--- config.mk ---
export PLATFORM = sky130hd
export DESIGN_NAME = cordic_quadrant_sincos
export DESIGN_NICKNAME = d
export VERILOG_FILES = /design/src/rtl/cordic_pkg.sv /design/src/rtl/cordic_iter_step.sv /design/src/rtl/cordic_quadrant_sincos.sv
export SDC_FILE = /design/constraint.sdc
export NUM_CORES = 1
export LEC_CHECK = 0
export CAP_MARGIN = 5
export CORE_AREA = 10 10 188 190
export CTS_CLUSTER_SIZE = 28
export DETAILED_ROUTE_END_ITERATION = 10
export DIE_AREA = 0 0 198 200
export GPL_TIMING_DRIVEN = 0
export PLACE_DENSITY = 0.55
export SYNTH_ARGS = -nofsm -noshare
export SYNTH_HDL_FRONTEND = slang
export SYNTH_SLANG_ARGS = --single-unit
--- constraint.sdc ---
create_clock -name clk -period 4.5 [get_ports clk]
set_input_delay 0.45 -clock clk [delete_from_list [all_inputs] [get_ports clk]]
set_output_delay 0.45 -clock clk [all_outputs]
set_load 0.005 [all_outputs]
--- src/rtl/cordic_pkg.sv ---
// Shared constants, state encoding and saturation helper for the quadrant
// sin/cos CORDIC rotator.
package cordic_pkg;

  localparam int unsigned ATAN_N = 14;

  // atan(2^-i) in binary-angle units (full turn = 65536)
  localparam logic signed [15:0] ATAN_TABLE [0:ATAN_N-1] = '{
    16'sd8192, 16'sd4836, 16'sd2555, 16'sd1297, 16'sd651, 16'sd326, 16'sd163,
    16'sd81,   16'sd41,   16'sd20,   16'sd10,   16'sd5,   16'sd3,   16'sd1
  };

  localparam int K_INIT = 9949;
  localparam int Q_ONE  = 16384;

  typedef enum logic [1:0] {IDLE, ROT, FIN} state_e;

  function automatic logic signed [15:0] sat_q214(input logic signed [31:0] v);
    logic signed [15:0] r;
    if (v > Q_ONE)       r = 16'sd16384;
    else if (v < -Q_ONE) r = -16'sd16384;
    else                 r = v[15:0];
    return r;
  endfunction

endpackage

--- src/rtl/cordic_iter_step.sv ---
// One combinational CORDIC micro-rotation in rotation mode.
module cordic_iter_step #(
  parameter int unsigned IW = 18,
  parameter int unsigned ZW = 16
) (
  input  logic signed [IW-1:0] x_i,
  input  logic signed [IW-1:0] y_i,
  input  logic signed [ZW-1:0] z_i,
  input  logic        [3:0]    shift,
  input  logic signed [ZW-1:0] atan_i,
  output logic signed [IW-1:0] x_o,
  output logic signed [IW-1:0] y_o,
  output logic signed [ZW-1:0] z_o
);

  logic signed [IW-1:0] xs;
  logic signed [IW-1:0] ys;

  always_comb begin
    xs = x_i >>> shift;
    ys = y_i >>> shift;
    if (!z_i[ZW-1]) begin
      x_o = x_i - ys;
      y_o = y_i + xs;
      z_o = z_i - atan_i;
    end else begin
      x_o = x_i + ys;
      y_o = y_i - xs;
      z_o = z_i + atan_i;
    end
  end

endmodule

--- src/rtl/cordic_quadrant_sincos.sv ---
// Iterative CORDIC producing cos/sin of the first-quadrant residual plus the
// quadrant code, forming the four candidates and select of a cosine mux.
module cordic_quadrant_sincos
  import cordic_pkg::*;
#(
  parameter int unsigned ITER = 14,
  parameter int unsigned DW   = 16,
  parameter int unsigned IW   = 18
) (
  input  logic          clk,
  input  logic          rst,
  input  logic          start,
  input  logic [15:0]   phase,
  output logic          busy,
  output logic          done,
  output logic [DW-1:0] c_pos,
  output logic [DW-1:0] s_neg,
  output logic [DW-1:0] c_neg,
  output logic [DW-1:0] s_pos,
  output logic [1:0]    quad
);

  state_e               state_q, state_d;
  logic signed [IW-1:0] x_q, x_d, y_q, y_d, x_n, y_n;
  logic signed [15:0]   z_q, z_d, z_n;
  logic        [3:0]    i_q, i_d;
  logic        [1:0]    quad_lat_q, quad_lat_d, quad_q, quad_d;
  logic                 busy_q, busy_d, done_q, done_d;
  logic signed [15:0]   c_pos_q, c_pos_d, c_neg_q, c_neg_d;
  logic signed [15:0]   s_pos_q, s_pos_d, s_neg_q, s_neg_d;
  logic signed [15:0]   x_sat, y_sat;

  cordic_iter_step #(.IW(IW), .ZW(16)) u_step (
    .x_i    (x_q),
    .y_i    (y_q),
    .z_i    (z_q),
    .shift  (i_q),
    .atan_i (ATAN_TABLE[i_q]),
    .x_o    (x_n),
    .y_o    (y_n),
    .z_o    (z_n)
  );

  always_comb begin
    state_d    = state_q;
    x_d        = x_q;
    y_d        = y_q;
    z_d        = z_q;
    i_d        = i_q;
    quad_lat_d = quad_lat_q;
    quad_d     = quad_q;
    busy_d     = busy_q;
    done_d     = 1'b0;
    c_pos_d    = c_pos_q;
    c_neg_d    = c_neg_q;
    s_pos_d    = s_pos_q;
    s_neg_d    = s_neg_q;
    x_sat      = sat_q214(32'(x_q));
    y_sat      = sat_q214(32'(y_q));
    case (state_q)
      IDLE: begin
        if (start) begin
          quad_lat_d = phase[15:14];
          z_d        = {2'b00, phase[13:0]};
          x_d        = IW'(K_INIT);
          y_d        = '0;
          i_d        = '0;
          busy_d     = 1'b1;
          state_d    = ROT;
        end
      end
      ROT: begin
        x_d = x_n;
        y_d = y_n;
        z_d = z_n;
        i_d = i_q + 4'd1;
        if (i_q == 4'(ITER - 1)) state_d = FIN;
      end
      FIN: begin
        // quad is published together with the data so the mux select and
        // candidates always belong to the same request
        c_pos_d = x_sat;
        c_neg_d = -x_sat;
        s_pos_d = y_sat;
        s_neg_d = -y_sat;
        quad_d  = quad_lat_q;
        done_d  = 1'b1;
        busy_d  = 1'b0;
        state_d = IDLE;
      end
      default: state_d = IDLE;
    endcase
  end

  always_ff @(posedge clk or posedge rst) begin
    if (rst) begin
      state_q    <= IDLE;
      x_q        <= '0;
      y_q        <= '0;
      z_q        <= '0;
      i_q        <= '0;
      quad_lat_q <= '0;
      quad_q     <= '0;
      busy_q     <= 1'b0;
      done_q     <= 1'b0;
      c_pos_q    <= '0;
      c_neg_q    <= '0;
      s_pos_q    <= '0;
      s_neg_q    <= '0;
    end else begin
      state_q    <= state_d;
      x_q        <= x_d;
      y_q        <= y_d;
      z_q        <= z_d;
      i_q        <= i_d;
      quad_lat_q <= quad_lat_d;
      quad_q     <= quad_d;
      busy_q     <= busy_d;
      done_q     <= done_d;
      c_pos_q    <= c_pos_d;
      c_neg_q    <= c_neg_d;
      s_pos_q    <= s_pos_d;
      s_neg_q    <= s_neg_d;
    end
  end

  assign busy  = busy_q;
  assign done  = done_q;
  assign c_pos = c_pos_q;
  assign c_neg = c_neg_q;
  assign s_pos = s_pos_q;
  assign s_neg = s_neg_q;
  assign quad  = quad_q;

endmodule

==> run_summary.xml, run 1 <==
<?xml version="1.0" encoding="UTF-8"?>
<metrics>
  <group name="routing">
    <metric name="routed_wirelength" unit="um">42100</metric>
    <metric name="drt_iter0_drc" unit="">800</metric>
    <metric name="route.detailed.wl_per_inst" unit="um">22.2</metric>
    <metric name="drt-pass1-iter-count" unit="">8</metric>
    <metric name="ant_nets" unit="">0</metric>
    <metric name="remaining_drc_errors" unit="">0</metric>
    <metric name="via_count" unit="">11000</metric>
    <metric name="drt-vias-per-instance" unit="">5.76</metric>
  </group>
  <group name="critical_path">
    <metric name="path_common_cell" unit="">sky130_fd_sc_hd__buf_4</metric>
    <metric name="worst_setup_path_start_kind" unit="">flop</metric>
    <metric name="crit_path_max_fanout" unit="">7</metric>
    <metric name="critical-path-top-delay-family" unit="">buffers and inverters</metric>
    <metric name="cp.buffers_inverters" unit="">17</metric>
    <metric name="slowest_stage" unit="">sky130_fd_sc_hd__mux4_2</metric>
    <metric name="timing.reg2reg.setup_slack" unit="ns">-0.41</metric>
    <metric name="timing.rr.end" unit="">y_q[17]</metric>
    <metric name="worstRegToRegCells" unit="">26</metric>
    <metric name="timing.rr.start" unit="">i_q[0]</metric>
    <metric name="arrival" unit="ns">5.23</metric>
    <metric name="worstSetupPathType" unit="">flop to flop</metric>
    <metric name="worst-endpoint-required" unit="ns">4.82</metric>
    <metric name="crit_path_end_kind" unit="">flop</metric>
    <metric name="cpPeakStageDelay" unit="ns">0.57</metric>
  </group>
  <group name="placed_design">
    <metric name="place_hpwl" unit="um">30200</metric>
    <metric name="dp_slack" unit="ns">-1.34</metric>
    <metric name="global_placement_routability_congestion" unit="">0.995</metric>
    <metric name="port_buffers" unit="">86</metric>
    <metric name="placed_cells_incl_taps" unit="">1782</metric>
  </group>
  <group name="clock_tree">
    <metric name="deepest_clock_path_buffer_count" unit="">2</metric>
    <metric name="clock_sink_count" unit="">126</metric>
    <metric name="worstSkewPairLatency" unit="ns">0.45</metric>
    <metric name="cts.root.buffer_cell" unit="">sky130_fd_sc_hd__clkbuf_16</metric>
    <metric name="cts_hold_buffers" unit="">0</metric>
    <metric name="number_of_clock_buffers_inserted_by_tritoncts" unit="">17</metric>
    <metric name="clkSlewWorstSetupHoldPaths" unit="ns">0.06</metric>
    <metric name="cts-htree-levels" unit="">4</metric>
    <metric name="tritoncts" unit="">done</metric>
  </group>
  <group name="run_status">
    <metric name="run_status" unit="">finished, violations left</metric>
    <metric name="failed_checks" unit="">negative setup slack</metric>
  </group>
  <group name="yosys">
    <metric name="synth_top_family_by_area" unit="">compound AO/OA/AOI/OAI gates</metric>
    <metric name="synth_xor_area_share" unit="%">7.72</metric>
    <metric name="ys_seq_area_share" unit="%">29.0</metric>
    <metric name="synth_enable_flop_cells" unit="">0</metric>
    <metric name="postSynthAreaPerCell" unit="um^2">8.43</metric>
    <metric name="multiplexer_share_of_the_synthesized_area" unit="%">10.5</metric>
    <metric name="syn_inst" unit="">1292</metric>
    <metric name="dominantRegCellSynth" unit="">sky130_fd_sc_hd__dfrtp_1</metric>
    <metric name="ys.warnings.count" unit="">0</metric>
    <metric name="number_of_nets_produced_by_synthesis" unit="">1375</metric>
    <metric name="synth-seq-cells" unit="">126</metric>
    <metric name="netlist_area" unit="um^2">10900</metric>
    <metric name="synthDistinctLibCells" unit="">81</metric>
    <metric name="area_fraction_in_compound_gates_after_synthesis" unit="%">22.2</metric>
    <metric name="yosys.area_share.simple" unit="%">17.7</metric>
    <metric name="synth-async-reset-ratio" unit="%">100</metric>
    <metric name="synthAdderAreaFrac" unit="%">7.56</metric>
  </group>
  <group name="grt">
    <metric name="antenna_found_initial" unit="">0</metric>
    <metric name="grt_pass1_wl" unit="um">64600</metric>
    <metric name="number_of_global_route_vias_before_repair" unit="">11000</metric>
    <metric name="grt_resource_usage_total" unit="%">21.2</metric>
    <metric name="grt.overflow.total" unit="">0</metric>
    <metric name="grt_start_max_net_pins" unit="">81</metric>
  </group>
  <group name="finish">
    <metric name="final_cell_count_no_fill" unit="">1901</metric>
    <metric name="utilization" unit="%">46.4</metric>
    <metric name="n_fill_cell" unit="">3061</metric>
    <metric name="antenna-diode-count" unit="">0</metric>
    <metric name="drive_gt1_share" unit="%">24.1</metric>
    <metric name="area.sequential" unit="um^2">3150</metric>
    <metric name="area_growth_syn_to_layout" unit="%">33.8</metric>
    <metric name="fin_nets" unit="">1569</metric>
    <metric name="area_of_the_multi_input_gates" unit="um^2">7950</metric>
  </group>
  <group name="timing">
    <metric name="grt_setup_unrepaired" unit="">yes</metric>
    <metric name="finalSetupViolations" unit="">5</metric>
    <metric name="final.period_utilization" unit="%">109</metric>
    <metric name="final_worst_clock_skew" unit="ns">0.0111</metric>
    <metric name="tightestPinTransition" unit="ns">0.960</metric>
    <metric name="fin_crit" unit="ns">4.91</metric>
    <metric name="maxSlewHeadroom" unit="%">36.0</metric>
    <metric name="maxClockFrequency" unit="GHz">0.204</metric>
    <metric name="setup_ws" unit="ns">-0.407</metric>
    <metric name="final.hold.worst_slack" unit="ns">0.411</metric>
    <metric name="final_hold_viol_count" unit="">0</metric>
    <metric name="final_max_slew_viols" unit="">0</metric>
  </group>
  <group name="job">
    <metric name="drv_cap" unit="">0</metric>
  </group>
  <group name="die">
    <metric name="floorplan.die.width" unit="um">198</metric>
    <metric name="coreArea" unit="um^2">31400</metric>
    <metric name="die_y_extent" unit="um">200</metric>
    <metric name="boundaryPins" unit="">87</metric>
    <metric name="rows" unit="">65</metric>
    <metric name="floorplan.initialDensity" unit="%">34.7</metric>
    <metric name="die-area" unit="um^2">39600</metric>
  </group>
  <group name="worst_hold_path">
    <metric name="hold_path_class" unit="">input pin to async pin</metric>
  </group>
</metrics>
worst max-delay path by stage:
stage / start / to / depth (start not counted)
2_1_floorplan: i_q[0] / y_q[17] / 19
5_1_grt: i_q[0] / y_q[17] / 20
4_1_cts: i_q[0] / y_q[17] / 22
3_3_place_gp: rst / y_q[10] / 2
3_5_place_dp: i_q[2] / z_q[15] / 19
6_report: i_q[0] / y_q[17] / 26
metrics by stage:
| stage | instance area (um^2) | TNS [ns] |
|---|---|---|
| after floorplan | 10900 | -0.0267 |
| after global placement | 12300 | -226.06 |
| after detailed placement | 12400 | -17.78 |
| after CTS | 14000 | -0.686 |
| after global routing | 14600 | -2.23 |
| final | 14600 | -1.07 |
flip-flops by register name, summed over array words and instances, names as in the netlist:
register and count:
busy 1, c_neg 15, c_pos 16, done 1
i_q 4, quad 2, quad_lat_q 2, s_neg 15
s_pos 16, state_q 2, x_q 18, y_q 18
z_q 16
per-layer routing:
layer / global-route usage, % / vias up / share of wire (%)
met1: 26.7 / 5421 / 44
met4: 9.34 / 0 / 3.5
met5: 0 / - / 0
li1: - / 5037 / -
met2: 35.0 / 407 / 47
met3: 3.80 / 91 / 6.4
layout by cell type (no fill, tap or decap), drive strengths merged, types with 6 or more instances in the layout:
cell type,instances
o22ai,8
nor2b,16
nand2,188
nand3,26
a22oi,24
o31ai,22
buf,124
a21o,26
o21a,11
clkinv,6
ha,61
nand2b,12
mux2,16
and2,12
nor2,104
a21oi,72
inv,30
or3,6
a211oi,9
o211ai,9
mux4,31
dfrtp,126
o21ai,126
clkbuf,88
clkdlybuf4s50,86
or2,6
nor4,9
a31oi,22
xnor2,49
nor3,24
xor2,47
mux2i,26
area by class of cell:
| type | instances | area share [%] |
|---|---|---|
| clock inverters | 9 | 0.584 |
| plain buffers | 101 | 4.45 |
| multi-input cells | 1033 | 54.6 |
| flip-flops and latches | 126 | 21.6 |
| inverters | 32 | 0.936 |
| clock buffers | 23 | 3.35 |
| repair buffers | 175 | 11.0 |
| well taps | 402 | 3.45 |
cell families after synthesis:
| group | after synthesis |
|---|---|
| and+or+nand+nor | 423 |
| AOI/OAI and AO/OA | 377 |
| buffers and inverters | 133 |
| DFF | 126 |
| xor gates and xnor gates | 96 |
| muxes | 73 |
| adders and majority gates | 64 |
worst reg2reg max path, stage by stage (launching register included):
cell and delay, ns:
sky130_fd_sc_hd__dfrtp_1 0.37, sky130_fd_sc_hd__buf_6 0.13, sky130_fd_sc_hd__buf_12 0.12, sky130_fd_sc_hd__buf_12 0.12, sky130_fd_sc_hd__mux4_2 0.57, sky130_fd_sc_hd__mux4_2 0.56, sky130_fd_sc_hd__a211oi_4 0.27, sky130_fd_sc_hd__nand3_2 0.12
sky130_fd_sc_hd__buf_4 0.16, sky130_fd_sc_hd__buf_4 0.13, sky130_fd_sc_hd__buf_4 0.12, sky130_fd_sc_hd__buf_4 0.12, sky130_fd_sc_hd__buf_4 0.12, sky130_fd_sc_hd__buf_4 0.12, sky130_fd_sc_hd__buf_4 0.13, sky130_fd_sc_hd__buf_4 0.12
sky130_fd_sc_hd__buf_4 0.12, sky130_fd_sc_hd__buf_4 0.12, sky130_fd_sc_hd__buf_4 0.12, sky130_fd_sc_hd__buf_4 0.12, sky130_fd_sc_hd__buf_4 0.12, sky130_fd_sc_hd__buf_4 0.14, sky130_fd_sc_hd__o21ai_2 0.25, sky130_fd_sc_hd__xor2_4 0.19
sky130_fd_sc_hd__nor3_2 0.06, sky130_fd_sc_hd__nor3_2 0.20, sky130_fd_sc_hd__a31oi_1 0.05
cells in the mapped netlist (9+ instances only):
cell type | instances | area [um^2]
sky130_fd_sc_hd__a21o_1 | 26 | 195
sky130_fd_sc_hd__o31ai_1 | 20 | 150
sky130_fd_sc_hd__xor2_1 | 47 | 412
sky130_fd_sc_hd__o21ai_1 | 11 | 55.1
sky130_fd_sc_hd__buf_1 | 12 | 45.0
sky130_fd_sc_hd__buf_2 | 13 | 65.1
sky130_fd_sc_hd__a21oi_1 | 72 | 360
sky130_fd_sc_hd__ha_1 | 61 | 763
sky130_fd_sc_hd__a31oi_1 | 22 | 138
sky130_fd_sc_hd__mux4_2 | 31 | 698
sky130_fd_sc_hd__nor2_1 | 104 | 390
sky130_fd_sc_hd__o211ai_1 | 9 | 67.6
sky130_fd_sc_hd__o21a_1 | 11 | 82.6
sky130_fd_sc_hd__inv_1 | 30 | 113
sky130_fd_sc_hd__mux2i_1 | 26 | 260
sky130_fd_sc_hd__a22oi_1 | 23 | 173
sky130_fd_sc_hd__nand3_1 | 26 | 130
sky130_fd_sc_hd__nand2b_1 | 12 | 75.1
sky130_fd_sc_hd__o21ai_0 | 114 | 571
sky130_fd_sc_hd__nand2_1 | 187 | 702
sky130_fd_sc_hd__dfrtp_1 | 126 | 3150
sky130_fd_sc_hd__xnor2_1 | 49 | 429
sky130_fd_sc_hd__clkbuf_1 | 64 | 240
sky130_fd_sc_hd__and2_1 | 12 | 75.1
sky130_fd_sc_hd__nor3_1 | 24 | 120
sky130_fd_sc_hd__mux2_2 | 16 | 180
sky130_fd_sc_hd__nor2b_1 | 16 | 100
what timing repair did:
action,in CTS,in global routing
cloned,1,0
setup buffers,63,24
endpoints found under the hold margin,0,0
resized for setup,157,99
endpoints found under the setup margin,30,21
pin swaps,59,75
Power of run 1 is not shown: default switching activity piles up to over one toggle a cycle in this logic, so the estimate is an artifact.
==> run 2, diff against run 1 <==
--- a/config.mk
+++ b/config.mk
@@ -11,7 +11,7 @@
 export DETAILED_ROUTE_END_ITERATION = 10
 export DIE_AREA = 0 0 198 200
 export GPL_TIMING_DRIVEN = 0
-export PLACE_DENSITY = 0.55
+export PLACE_DENSITY = 0.53
 export SYNTH_ARGS = -nofsm -noshare
 export SYNTH_HDL_FRONTEND = slang
 export SYNTH_SLANG_ARGS = --single-unit
==> constraint.sdc (replaced) <==
create_clock -name clk -period 4.93 [get_ports clk]
set_input_delay 0.493 -clock clk [delete_from_list [all_inputs] [get_ports clk]]
set_output_delay 0.493 -clock clk [all_outputs]
set_load 0.005 [all_outputs]
==> run 2 against run 1 <==
The run now ends clean. Die area unchanged. Routed wire length is 3.1% lower. Utilization fell by 2.9 points. Largest cell class unchanged. Via count is 3.6% lower. Sequential share of layout area increased by 1.5 points. Register-to-register slack better by 0.55 ns. Clock skew rose by 0.00093 ns.
==> run_summary.xml, run 2 (synthesized netlist as in run 1, its figures left out) <==
<?xml version="1.0" encoding="UTF-8"?>
<metrics>
  <group name="critical_path">
    <metric name="worst-endpoint-required" unit="ns">5.26</metric>
    <metric name="crit_path_max_fanout" unit="">5</metric>
    <metric name="timing.reg2reg.setup_slack" unit="ns">0.14</metric>
    <metric name="arrival" unit="ns">5.11</metric>
    <metric name="crit_path_end_kind" unit="">flop</metric>
    <metric name="worstSetupPathType" unit="">flop to flop</metric>
    <metric name="worst_setup_path_start_kind" unit="">flop</metric>
  </group>
  <group name="timing">
    <metric name="fin_setup_tns" unit="ns">0</metric>
    <metric name="maxSlewHeadroom" unit="%">40.1</metric>
    <metric name="final.period_utilization" unit="%">97.1</metric>
    <metric name="final_worst_clock_skew" unit="ns">0.0121</metric>
    <metric name="final_max_slew_viols" unit="">0</metric>
    <metric name="grt_setup_unrepaired" unit="">yes</metric>
    <metric name="tightestPinTransition" unit="ns">0.899</metric>
    <metric name="finalSetupViolations" unit="">0</metric>
    <metric name="fin_crit" unit="ns">4.79</metric>
    <metric name="final_hold_viol_count" unit="">0</metric>
    <metric name="maxClockFrequency" unit="GHz">0.209</metric>
  </group>
  <group name="die">
    <metric name="floorplan.die.width" unit="um">198</metric>
    <metric name="coreArea" unit="um^2">31400</metric>
    <metric name="boundaryPins" unit="">87</metric>
    <metric name="rows" unit="">65</metric>
    <metric name="die_y_extent" unit="um">200</metric>
    <metric name="floorplan.initialDensity" unit="%">34.7</metric>
    <metric name="die-area" unit="um^2">39600</metric>
  </group>
  <group name="finish">
    <metric name="layout_common_cells" unit="">sky130_fd_sc_hd__nand2_1 (186), sky130_fd_sc_hd__dfrtp_1 (125), sky130_fd_sc_hd__o21ai_0 (105), sky130_fd_sc_hd__nor2_1 (100), sky130_fd_sc_hd__clkdlybuf4s50_1 (86)</metric>
    <metric name="n_fill_cell" unit="">3170</metric>
    <metric name="reg.largest.list" unit="">x_q (18), y_q (18)</metric>
    <metric name="drive_gt1_share" unit="%">16.8</metric>
    <metric name="most_common_cell_after_layout_fill_and_taps_aside" unit="">sky130_fd_sc_hd__nand2_1</metric>
    <metric name="antenna-diode-count" unit="">0</metric>
    <metric name="area_growth_syn_to_layout" unit="%">25.4</metric>
    <metric name="area.sequential" unit="um^2">3150</metric>
    <metric name="utilization" unit="%">43.5</metric>
    <metric name="area_of_the_multi_input_gates" unit="um^2">7490</metric>
    <metric name="fin_nets" unit="">1516</metric>
  </group>
  <group name="placed_design">
    <metric name="place_hpwl" unit="um">30100</metric>
    <metric name="global_placement_routability_congestion" unit="">0.996</metric>
    <metric name="port_buffers" unit="">86</metric>
  </group>
  <group name="routing">
    <metric name="route.detailed.wl_per_inst" unit="um">22.1</metric>
    <metric name="via_count" unit="">10600</metric>
    <metric name="drt-pass1-iter-count" unit="">5</metric>
    <metric name="routed_wirelength" unit="um">40800</metric>
    <metric name="drt_iter0_drc" unit="">862</metric>
    <metric name="remaining_drc_errors" unit="">0</metric>
    <metric name="ant_nets" unit="">0</metric>
    <metric name="drt-vias-per-instance" unit="">5.72</metric>
  </group>
  <group name="clock_tree">
    <metric name="cts_hold_buffers" unit="">0</metric>
    <metric name="deepest_clock_path_buffer_count" unit="">2</metric>
    <metric name="worstSkewPairLatency" unit="ns">0.46</metric>
    <metric name="tritoncts" unit="">done</metric>
    <metric name="cts.root.buffer_cell" unit="">sky130_fd_sc_hd__clkbuf_16</metric>
    <metric name="clock_sink_count" unit="">126</metric>
    <metric name="clkSlewWorstSetupHoldPaths" unit="ns">0.07</metric>
    <metric name="cts-htree-levels" unit="">4</metric>
    <metric name="number_of_clock_buffers_inserted_by_tritoncts" unit="">17</metric>
  </group>
  <group name="grt">
    <metric name="number_of_global_route_vias_before_repair" unit="">10500</metric>
    <metric name="grt_start_max_net_pins" unit="">84</metric>
    <metric name="antenna_found_initial" unit="">0</metric>
    <metric name="grt_resource_usage_total" unit="%">20.5</metric>
    <metric name="grt.overflow.total" unit="">0</metric>
    <metric name="grt_pass1_wl" unit="um">62100</metric>
  </group>
  <group name="job">
    <metric name="drv_cap" unit="">0</metric>
  </group>
  <group name="run_status">
    <metric name="run_status" unit="">completed</metric>
  </group>
  <group name="worst_hold_path">
    <metric name="hold_path_class" unit="">input pin to async pin</metric>
  </group>
</metrics>
-- run 2: changes by cell type in the layout (fill, tap and decap cells not counted), sizes merged --
cell,delta
bufbuf,-1
inv,+2
bufinv,+1
clkinv,-1
buf,-53
clkinvlp,-1
clkbuf,-1
-- run 2: path summary, 6_finish.rpt --
path	start	depth (start not counted)	endpoint
worst min register to register	c_pos[12]	2	c_pos[12]
max in group asynchronous	rst	3	y_q[12]
worst max-delay path	i_q[0]	20	y_q[17]
worst max register to register	i_q[0]	20	y_q[17]
min in group clk	c_pos[12]	2	c_pos[12]
worst min-delay path	rst	2	x_q[4]
-- run 2: worst max-delay path, stage by stage (launching register included) --
cell and delay (ns):
sky130_fd_sc_hd__dfrtp_1 0.38, sky130_fd_sc_hd__buf_6 0.15, sky130_fd_sc_hd__buf_12 0.13, sky130_fd_sc_hd__buf_12 0.12, sky130_fd_sc_hd__mux4_2 0.56, sky130_fd_sc_hd__mux4_2 0.55, sky130_fd_sc_hd__a211oi_4 0.24, sky130_fd_sc_hd__nand3_2 0.12
sky130_fd_sc_hd__or2_1 0.25, sky130_fd_sc_hd__nor2_2 0.14, sky130_fd_sc_hd__a21oi_1 0.09, sky130_fd_sc_hd__xor2_1 0.20, sky130_fd_sc_hd__ha_2 0.22, sky130_fd_sc_hd__or3_4 0.36, sky130_fd_sc_hd__o211ai_1 0.28, sky130_fd_sc_hd__a31oi_2 0.17
sky130_fd_sc_hd__buf_4 0.16, sky130_fd_sc_hd__mux2i_1 0.18, sky130_fd_sc_hd__nand3_1 0.11, sky130_fd_sc_hd__nor3_2 0.19, sky130_fd_sc_hd__a31oi_1 0.05
-- run 2: cell type report --
class | count | share of cell area (%)
plain buffers | 101 | 4.50
clock buffers | 21 | 3.30
clock inverters | 10 | 0.843
inverters | 32 | 0.935
multi-input cells | 1033 | 54.9
flip-flops and latches | 126 | 23.1
well taps | 402 | 3.68
repair buffers | 122 | 8.74
-- run 2: per-layer routing --
metal	up-vias	GRT usage, %	share of wire (%)
met1	5175	26.2	44
met5	-	0	0
met3	71	4.07	6.5
met2	383	33.3	46
met4	0	8.29	3.2
li1	4936	-	-
-- run 2: what timing repair did --
item                                   4_1_cts  5_1_grt
pin swaps                                    4       19
resized for setup                           57      106
cloned                                       0        2
endpoints found under the hold margin        0        0
setup endpoints to repair                   25       13
setup buffers                                9       23
-- run 2: through the flow --
step	hold slack, ns	worst slack, ns	area [um^2]	instances
2_1_floorplan	0.435	0.290	10900	1292
3_3_place_gp	0.448	-1.23	12200	1780
3_5_place_dp	0.456	-1.10	12300	1782
4_1_cts	0.459	0.0102	13100	1822
5_1_grt	0.483	-0.0396	13700	1847
6_report	0.441	0.144	13700	1847
Power of run 2 is left out for the same reason.
